===== config.mk =====
export PLATFORM = sky130hd
export DESIGN_NAME = systolic_mm_flat
export DESIGN_NICKNAME = d
export VERILOG_FILES = /design/src/rtl/systolic_mm_if.sv /design/src/rtl/systolic_mm.sv /design/src/flat_wrapper.sv
export SDC_FILE = /design/constraint.sdc
export NUM_CORES = 2
export LEC_CHECK = 0
export CAP_MARGIN = 10
export CORE_UTILIZATION = 67
export CTS_CLUSTER_SIZE = 14
export DETAILED_ROUTE_END_ITERATION = 6
export HOLD_SLACK_MARGIN = 0.15
export PLACE_DENSITY = 0.94
export SKIP_LAST_GASP = 1
export SLEW_MARGIN = 20
export SYNTH_ARGS = -nofsm -noshare
export SYNTH_HDL_FRONTEND = slang
export SYNTH_SLANG_ARGS = --single-unit

===== constraint.sdc =====
create_clock -name clk_i -period 8 [get_ports clk_i]
set_input_delay 1.6 -clock clk_i [delete_from_list [all_inputs] [get_ports clk_i]]
set_output_delay 1.6 -clock clk_i [all_outputs]
set_load 0.1 [all_outputs]

===== src/rtl/systolic_mm_if.sv =====
// Operand/result handshake bundle for systolic_mm: operand beats in, result rows out.
interface systolic_mm_if #(
    parameter int N      = 4,
    parameter int DATA_W = 8,
    parameter int ACC_W  = 32
) ();
    logic [N*DATA_W-1:0] a_col_i;
    logic [N*DATA_W-1:0] b_row_i;
    logic                in_valid_i;
    logic                in_ready_o;
    logic [N*ACC_W-1:0]  c_row_o;
    logic                out_valid_o;
    logic                out_ready_i;
    logic                out_last_o;
    logic                busy_o;

    modport slave (
        input  a_col_i, b_row_i, in_valid_i, out_ready_i,
        output in_ready_o, c_row_o, out_valid_o, out_last_o, busy_o
    );

    modport master (
        output a_col_i, b_row_i, in_valid_i, out_ready_i,
        input  in_ready_o, c_row_o, out_valid_o, out_last_o, busy_o
    );
endinterface


===== src/rtl/systolic_mm.sv =====
// Output-stationary N x N systolic matrix multiplier (C = A x B), one operand beat per k.
// Define SYSTOLIC_MM_SAT_EN to make accumulators saturate instead of wrapping.
module systolic_mm #(
    parameter int N      = 4,
    parameter int DATA_W = 8,
    parameter int ACC_W  = 32
) (
    input  logic          clk_i,
    input  logic          rst_ni,
    systolic_mm_if.slave  bus
);
    localparam int CNT_W = $clog2(2*N) + 1;
    localparam logic [CNT_W-1:0] LAST_BEAT = CNT_W'(N-1);
    localparam logic [CNT_W-1:0] LAST_ROW  = CNT_W'(N-1);
    localparam logic [CNT_W-1:0] FLUSH_END = CNT_W'(2*N-2);

    typedef enum logic [1:0] {IDLE, LOAD, FLUSH, DRAIN} state_t;

    state_t           state_reg;
    logic [CNT_W-1:0] beat_reg, flush_reg, row_reg;
    logic             in_ready_reg, out_valid_reg, out_last_reg, busy_reg;
    logic             accept, drain_hs, acc_clr;

    assign accept   = bus.in_valid_i && in_ready_reg;
    assign drain_hs = out_valid_reg && bus.out_ready_i;
    assign acc_clr  = drain_hs && out_last_reg;

    assign bus.in_ready_o  = in_ready_reg;
    assign bus.out_valid_o = out_valid_reg;
    assign bus.out_last_o  = out_last_reg;
    assign bus.busy_o      = busy_reg;

    always_ff @(posedge clk_i or negedge rst_ni) begin
        if (!rst_ni) begin
            state_reg     <= IDLE;
            beat_reg      <= '0;
            flush_reg     <= '0;
            row_reg       <= '0;
            in_ready_reg  <= 1'b0;
            out_valid_reg <= 1'b0;
            out_last_reg  <= 1'b0;
            busy_reg      <= 1'b0;
        end else begin
            case (state_reg)
                IDLE: begin
                    in_ready_reg <= 1'b1;
                    if (accept) begin
                        busy_reg <= 1'b1;
                        beat_reg <= CNT_W'(1);
                        if (N == 1) begin
                            state_reg    <= FLUSH;
                            in_ready_reg <= 1'b0;
                            flush_reg    <= '0;
                        end else begin
                            state_reg <= LOAD;
                        end
                    end
                end
                LOAD: begin
                    if (accept) begin
                        if (beat_reg == LAST_BEAT) begin
                            state_reg    <= FLUSH;
                            in_ready_reg <= 1'b0;
                            flush_reg    <= '0;
                        end else begin
                            beat_reg <= beat_reg + CNT_W'(1);
                        end
                    end
                end
                FLUSH: begin
                    // Last product reaches PE(N-1,N-1) 2N-1 cycles after the final beat.
                    if (flush_reg == FLUSH_END) begin
                        state_reg     <= DRAIN;
                        out_valid_reg <= 1'b1;
                        row_reg       <= '0;
                        out_last_reg  <= (N == 1);
                    end else begin
                        flush_reg <= flush_reg + CNT_W'(1);
                    end
                end
                DRAIN: begin
                    if (drain_hs) begin
                        if (out_last_reg) begin
                            state_reg     <= IDLE;
                            out_valid_reg <= 1'b0;
                            out_last_reg  <= 1'b0;
                            busy_reg      <= 1'b0;
                            in_ready_reg  <= 1'b1;
                            row_reg       <= '0;
                            beat_reg      <= '0;
                        end else begin
                            row_reg      <= row_reg + CNT_W'(1);
                            out_last_reg <= ((row_reg + CNT_W'(1)) == LAST_ROW);
                        end
                    end
                end
                default: state_reg <= IDLE;
            endcase
        end
    end

    // a_hop[i][j] / b_hop[i][j] are the operands entering PE(i,j).
    logic [DATA_W-1:0] a_hop [N][N];
    logic [DATA_W-1:0] b_hop [N][N];
    logic [ACC_W-1:0]  acc_w [N][N];

    genvar gi, gj;
    generate
        for (gi = 0; gi < N; gi++) begin : g_skew
            logic [DATA_W-1:0] a_feed, b_feed;
            // Idle cycles push zeros so bubbles contribute nothing to the sums.
            assign a_feed = accept ? bus.a_col_i[(N-1-gi)*DATA_W +: DATA_W] : '0;
            assign b_feed = accept ? bus.b_row_i[(N-1-gi)*DATA_W +: DATA_W] : '0;
            if (gi == 0) begin : g_nodly
                assign a_hop[0][0] = a_feed;
                assign b_hop[0][0] = b_feed;
            end else begin : g_dly
                logic [DATA_W-1:0] a_dly_reg [gi];
                logic [DATA_W-1:0] b_dly_reg [gi];
                always_ff @(posedge clk_i or negedge rst_ni) begin
                    if (!rst_ni) begin
                        for (int s = 0; s < gi; s++) begin
                            a_dly_reg[s] <= '0;
                            b_dly_reg[s] <= '0;
                        end
                    end else begin
                        a_dly_reg[0] <= a_feed;
                        b_dly_reg[0] <= b_feed;
                        for (int s = 1; s < gi; s++) begin
                            a_dly_reg[s] <= a_dly_reg[s-1];
                            b_dly_reg[s] <= b_dly_reg[s-1];
                        end
                    end
                end
                assign a_hop[gi][0] = a_dly_reg[gi-1];
                assign b_hop[0][gi] = b_dly_reg[gi-1];
            end
        end

        for (gi = 0; gi < N; gi++) begin : g_row
            for (gj = 0; gj < N; gj++) begin : g_pe
                logic [DATA_W-1:0]   a_reg, b_reg;
                logic [ACC_W-1:0]    acc_reg, acc_nxt;
                logic [2*DATA_W-1:0] prod;

                assign prod = {{DATA_W{1'b0}}, a_reg} * {{DATA_W{1'b0}}, b_reg};
`ifdef SYSTOLIC_MM_SAT_EN
                logic [ACC_W:0] sum;
                assign sum     = {1'b0, acc_reg} + (ACC_W+1)'(prod);
                assign acc_nxt = sum[ACC_W] ? '1 : sum[ACC_W-1:0];
`else
                assign acc_nxt = acc_reg + ACC_W'(prod);
`endif
                always_ff @(posedge clk_i or negedge rst_ni) begin
                    if (!rst_ni) begin
                        a_reg   <= '0;
                        b_reg   <= '0;
                        acc_reg <= '0;
                    end else begin
                        a_reg   <= a_hop[gi][gj];
                        b_reg   <= b_hop[gi][gj];
                        acc_reg <= acc_clr ? '0 : acc_nxt;
                    end
                end

                if (gj < N-1) begin : g_a_fwd
                    assign a_hop[gi][gj+1] = a_reg;
                end
                if (gi < N-1) begin : g_b_fwd
                    assign b_hop[gi+1][gj] = b_reg;
                end
                assign acc_w[gi][gj] = acc_reg;
            end
        end

        for (gj = 0; gj < N; gj++) begin : g_out
            logic [ACC_W-1:0] col_sel;
            always_comb begin
                col_sel = '0;
                for (int i = 0; i < N; i++) begin
                    if (row_reg == CNT_W'(i)) col_sel = acc_w[i][gj];
                end
            end
            assign bus.c_row_o[(N-1-gj)*ACC_W +: ACC_W] = out_valid_reg ? col_sel : '0;
        end
    endgenerate
endmodule


===== src/flat_wrapper.sv =====
// flat-port wrapper written by rule: the top's interface ports become plain ports
module systolic_mm_flat 
#(
    parameter int N      = 4,
    parameter int DATA_W = 8,
    parameter int ACC_W  = 32
)
  (clk_i, rst_ni, bus_a_col_i, bus_b_row_i, bus_in_valid_i, bus_out_ready_i, bus_in_ready_o, bus_c_row_o, bus_out_valid_o, bus_out_last_o, bus_busy_o);
  systolic_mm_if #(.N(N), .DATA_W(DATA_W), .ACC_W(ACC_W)) bus_i ();
  input  logic clk_i;
  input  logic rst_ni;
  input wire logic [$bits(bus_i.a_col_i)-1:0] bus_a_col_i;
  input wire logic [$bits(bus_i.b_row_i)-1:0] bus_b_row_i;
  input wire logic [$bits(bus_i.in_valid_i)-1:0] bus_in_valid_i;
  input wire logic [$bits(bus_i.out_ready_i)-1:0] bus_out_ready_i;
  output wire logic [$bits(bus_i.in_ready_o)-1:0] bus_in_ready_o;
  output wire logic [$bits(bus_i.c_row_o)-1:0] bus_c_row_o;
  output wire logic [$bits(bus_i.out_valid_o)-1:0] bus_out_valid_o;
  output wire logic [$bits(bus_i.out_last_o)-1:0] bus_out_last_o;
  output wire logic [$bits(bus_i.busy_o)-1:0] bus_busy_o;
  assign bus_i.a_col_i = bus_a_col_i;
  assign bus_i.b_row_i = bus_b_row_i;
  assign bus_i.in_valid_i = bus_in_valid_i;
  assign bus_i.out_ready_i = bus_out_ready_i;
  assign bus_in_ready_o = bus_i.in_ready_o;
  assign bus_c_row_o = bus_i.c_row_o;
  assign bus_out_valid_o = bus_i.out_valid_o;
  assign bus_out_last_o = bus_i.out_last_o;
  assign bus_busy_o = bus_i.busy_o;
  systolic_mm #(.N(N), .DATA_W(DATA_W), .ACC_W(ACC_W)) u_core (.clk_i(clk_i), .rst_ni(rst_ni), .bus(bus_i));
endmodule

==> results by group <==
STA
  – Final Hold Vio Count: 0
  – Final setup TNS: 0 ns
  – Final Cycle Share: 0.928
  – FMAX: 135 MHz
  – Clk_skew: 0.0387 ns
  – Finish-stage setup viols: 0
  – Worst slew pin tran: 1.15 ns
  – Hold slack final: 0.338 ns
  – Slew Limit Fails: 0
  – Crit path time final: 7.42 ns
  – Worst slew margin: 0.236
  – RSZ-0062 raised after global routing: no

Synthesis
  – FF+latch count, synth: 882
  – Synth top area share: 0.290
  – Yosys top cell by area: dfrtp_1
  – Top_reg_cell synth: dfrtp_1
  – YS warnings: 0
  – Mapped cell area: 76100 sq um
  – Syn nets: 9681
  – Async SR Flop Fraction: 1.00
  – Netlist cell types: 84
  – Register area share after synthesis: 0.290
  – EDFF count, synth: 0
  – Synth top area cells: dfrtp_1, fa_1, ha_1
  – Mapped Avg Cell Area: 9.35 sq um
  – Syn Inst Count: 8144

Setup path
  – CP required: 6.40 ns
  – CP Data Arrival Time: 5.82 ns
  – Buffer and inverter count on the worst path: 4
  – FF-to-FF setup slack: 2.10 ns
  – Critical Path, Cell by Cell: inv_1, ha_1, nor4b_2, buf_4, buf_4, a221oi_1, a211oi_1, a21oi_1, nor2b_1, clkdlybuf4s50_1
  – CP max-delay cell: clkdlybuf4s50_1
  – Crit Path Max Fanout: 63
  – Worst path max stage delay: 1.14 ns
  – Crit-path most repeated cell: buf_4
  – CP startpoint kind: flop
  – CP top delay family: buffers and inverters
  – WS Path Type: flop to primary output
  – Kind of end point of the critical path: primary output

Layout
  – Max FFs per register: 512
  – Net count of the finished layout: 9786
  – Seq. cell area: 22100 sq um
  – Area of the multi-input gates: 47200 sq um
  – Layout cells sized above 1: 0.0318
  – Syn-to-layout area delta: 9.06%
  – FILL cells: 7020
  – Post-layout util: 0.737

Route
  – DRT iter0 DRCs: 5861
  – Routed vias/inst: 6.16
  – DRT Pass-1 Iters: 7
  – Antenna-violating nets left: 0
  – DRC: 2
  – Wire length per cell: 21.9 um
  – WL final: 216 mm
  – Vias: 60592

Clock tree
  – Post-CTS Setup Inserts: 0
  – CTS tree: built
  – Post-CTS Resized: 0
  – H-tree lvl count: 3
  – Total CTS buffers: 100
  – Clock Root Buffer: clkbuf_16
  – Hold Buf Count CTS: 0
  – Worst-Skew Late Latency: 0.75 ns
  – Clock transition at path regs: 0.07 ns
  – CTS Buffer Depth: 3
  – Clock sink total: 882

Placement
  – Number of I/O port buffers: 199
  – DPL Wire Length: 155 mm
  – Final GP Congestion: 0.974

Floorplan
  – Io pins: 200
  – Die area: 115000 sq um
  – Core ar.: 113000 sq um
  – Die Span X: 339 um
  – Die Y: 339 um
  – # rows: 123
  – Initial core utilization: 0.676

Global route
  – Vias in the first global route: 65619
  – Gr usage total: 0.384
  – First-pass GRT wire length: 346 mm
  – Largest net degree at the start of global routing: 183
  – Gr ovfl total: 0
  – Initial antenna violation count: 6

Hold path
  – Hold Crit Class: flop to flop

Power and ir drop
  – Pwr dens: 115 nW/um^2
  – Leak: 41.4 nW
  – Peak supply drop: 0.184 mV

Flow run
  – Max Cap Violations: 0

Outcome
  – Status: complete, but fails checks
  – Failing checks: design-rule violations
kinds of logic after synthesis:
kind of cell             count (synthesis)  share of synthesized area
AO/OA/AOI/OAI                         1032                     0.0892
multiplexers                             5                   0.000690
flip-flops                             882                      0.290
buffers and inverters                 1827                     0.0903
XOR/XNOR                               315                     0.0362
adder cells (fa/ha/maj)               1469                      0.320
AND/OR/NAND/NOR                       2614                      0.173
layout by cell type (no fill, tap or decap), types with 136 or more instances in the layout:
cell             count
a21oi_1            331
and2_1             649
clkdlybuf4s50_1    197
dfrtp_1            880
fa_1               800
ha_1               669
inv_1             1602
nand2_1            655
nor2_1             532
nor2b_1            175
nor3_1             180
o21ai_0            179
xnor2_1            136
xor2_1             179
Yosys cell counts (7+ instances only):
master    instances
inv_1          1602
dfrtp_1         882
fa_1            800
ha_1            669
nand2_1         656
and2_1          652
nor2_1          532
a21oi_1         332
clkbuf_1        205
nor3_1          180
o21ai_0         179
xor2_1          179
nor2b_1         175
xnor2_1         136
a221oi_1        132
and3_1          124
nand3_1          88
a21o_1           83
a211oi_1         78
o21a_1           50
or3_1            45
nand4_1          44
nand2b_1         34
a31oi_1          27
nor3b_1          23
o21bai_1         20
and4_1           16
a31o_2           14
o211ai_1         14
buf_1            13
o31ai_1          13
or2_2             9
o31a_1            8
o21ai_1           7
final cells by class:
class / instances / area share
inverters: 1602 / 0.0724
clock inverters: 57 / 0.00883
diodes: 1 / 0.0000301
clock buffers: 130 / 0.0333
repair buffers: 228 / 0.0281
well taps: 1500 / 0.0226
multi-input cells: 5435 / 0.569
flip-flops and latches: 882 / 0.266
where the power goes:
| part | internal (W) | switching (W) |
|---|---|---|
| clock | 0.00285 | 0.00209 |
| combinational | 0.0000352 | 0.0000979 |
| sequential | 0.00446 | 0 |
final timing paths:
| path | startpoint | end | cells after the start |
|---|---|---|---|
| worst max register to register | u_core.g_row[0].g_pe[1].a_reg[5] | u_core.g_row[0].g_pe[1].acc_reg[31] | 17 |
| worst min register to register | u_core.g_skew[3].g_dly.a_dly_reg[8] | u_core.a_hop[24] | 0 |
| worst min-delay path | u_core.g_skew[3].g_dly.a_dly_reg[8] | u_core.a_hop[24] | 0 |
| worst max-delay path | u_core.row_reg[1] | bus_c_row_o[70] | 10 |
| min in group asynchronous | rst_ni | u_core.g_row[3].g_pe[1].acc_reg[24] | 1 |
| max in group asynchronous | rst_ni | u_core.g_row[3].g_pe[2].acc_reg[20] | 3 |
worst register-to-register path, stage by stage, from the launching register on:
cell      delay (ns)
dfrtp_1         0.54
nand2_1         0.16
fa_1            0.54
fa_1            0.54
inv_1           0.05
fa_1            0.50
inv_1           0.06
fa_1            0.47
inv_1           0.05
ha_1            0.34
o21a_1          0.16
o31a_1          0.19
a221oi_1        0.14
o21ai_0         0.89
a41oi_2         0.41
nor4_1          0.49
xnor2_1         0.18
nor2_1          0.06
layer usage:
metal	up-vias	GRT usage	part of all wire
met5	-	0	0.00026
met4	8	0.337	0.10
met3	1307	0.0806	0.088
met2	3624	0.630	0.48
met1	29709	0.427	0.33
li1	25944	-	-
per-stage QoR:
step | cell area, sq um | power (W) | setup WS (ns) | instances
floorplan | 76100 | 0.00455 | 3.14 | 8144
global placement | 79500 | 0.00468 | 1.98 | 9647
detailed placement | 79500 | 0.00468 | 1.81 | 9647
CTS | 83000 | 0.00956 | 1.01 | 9834
global route | 83000 | 0.00976 | 0.532 | 9834
finish | 83000 | 0.00954 | 0.579 | 9835
Note: power is estimated with default switching activity, not from simulation.
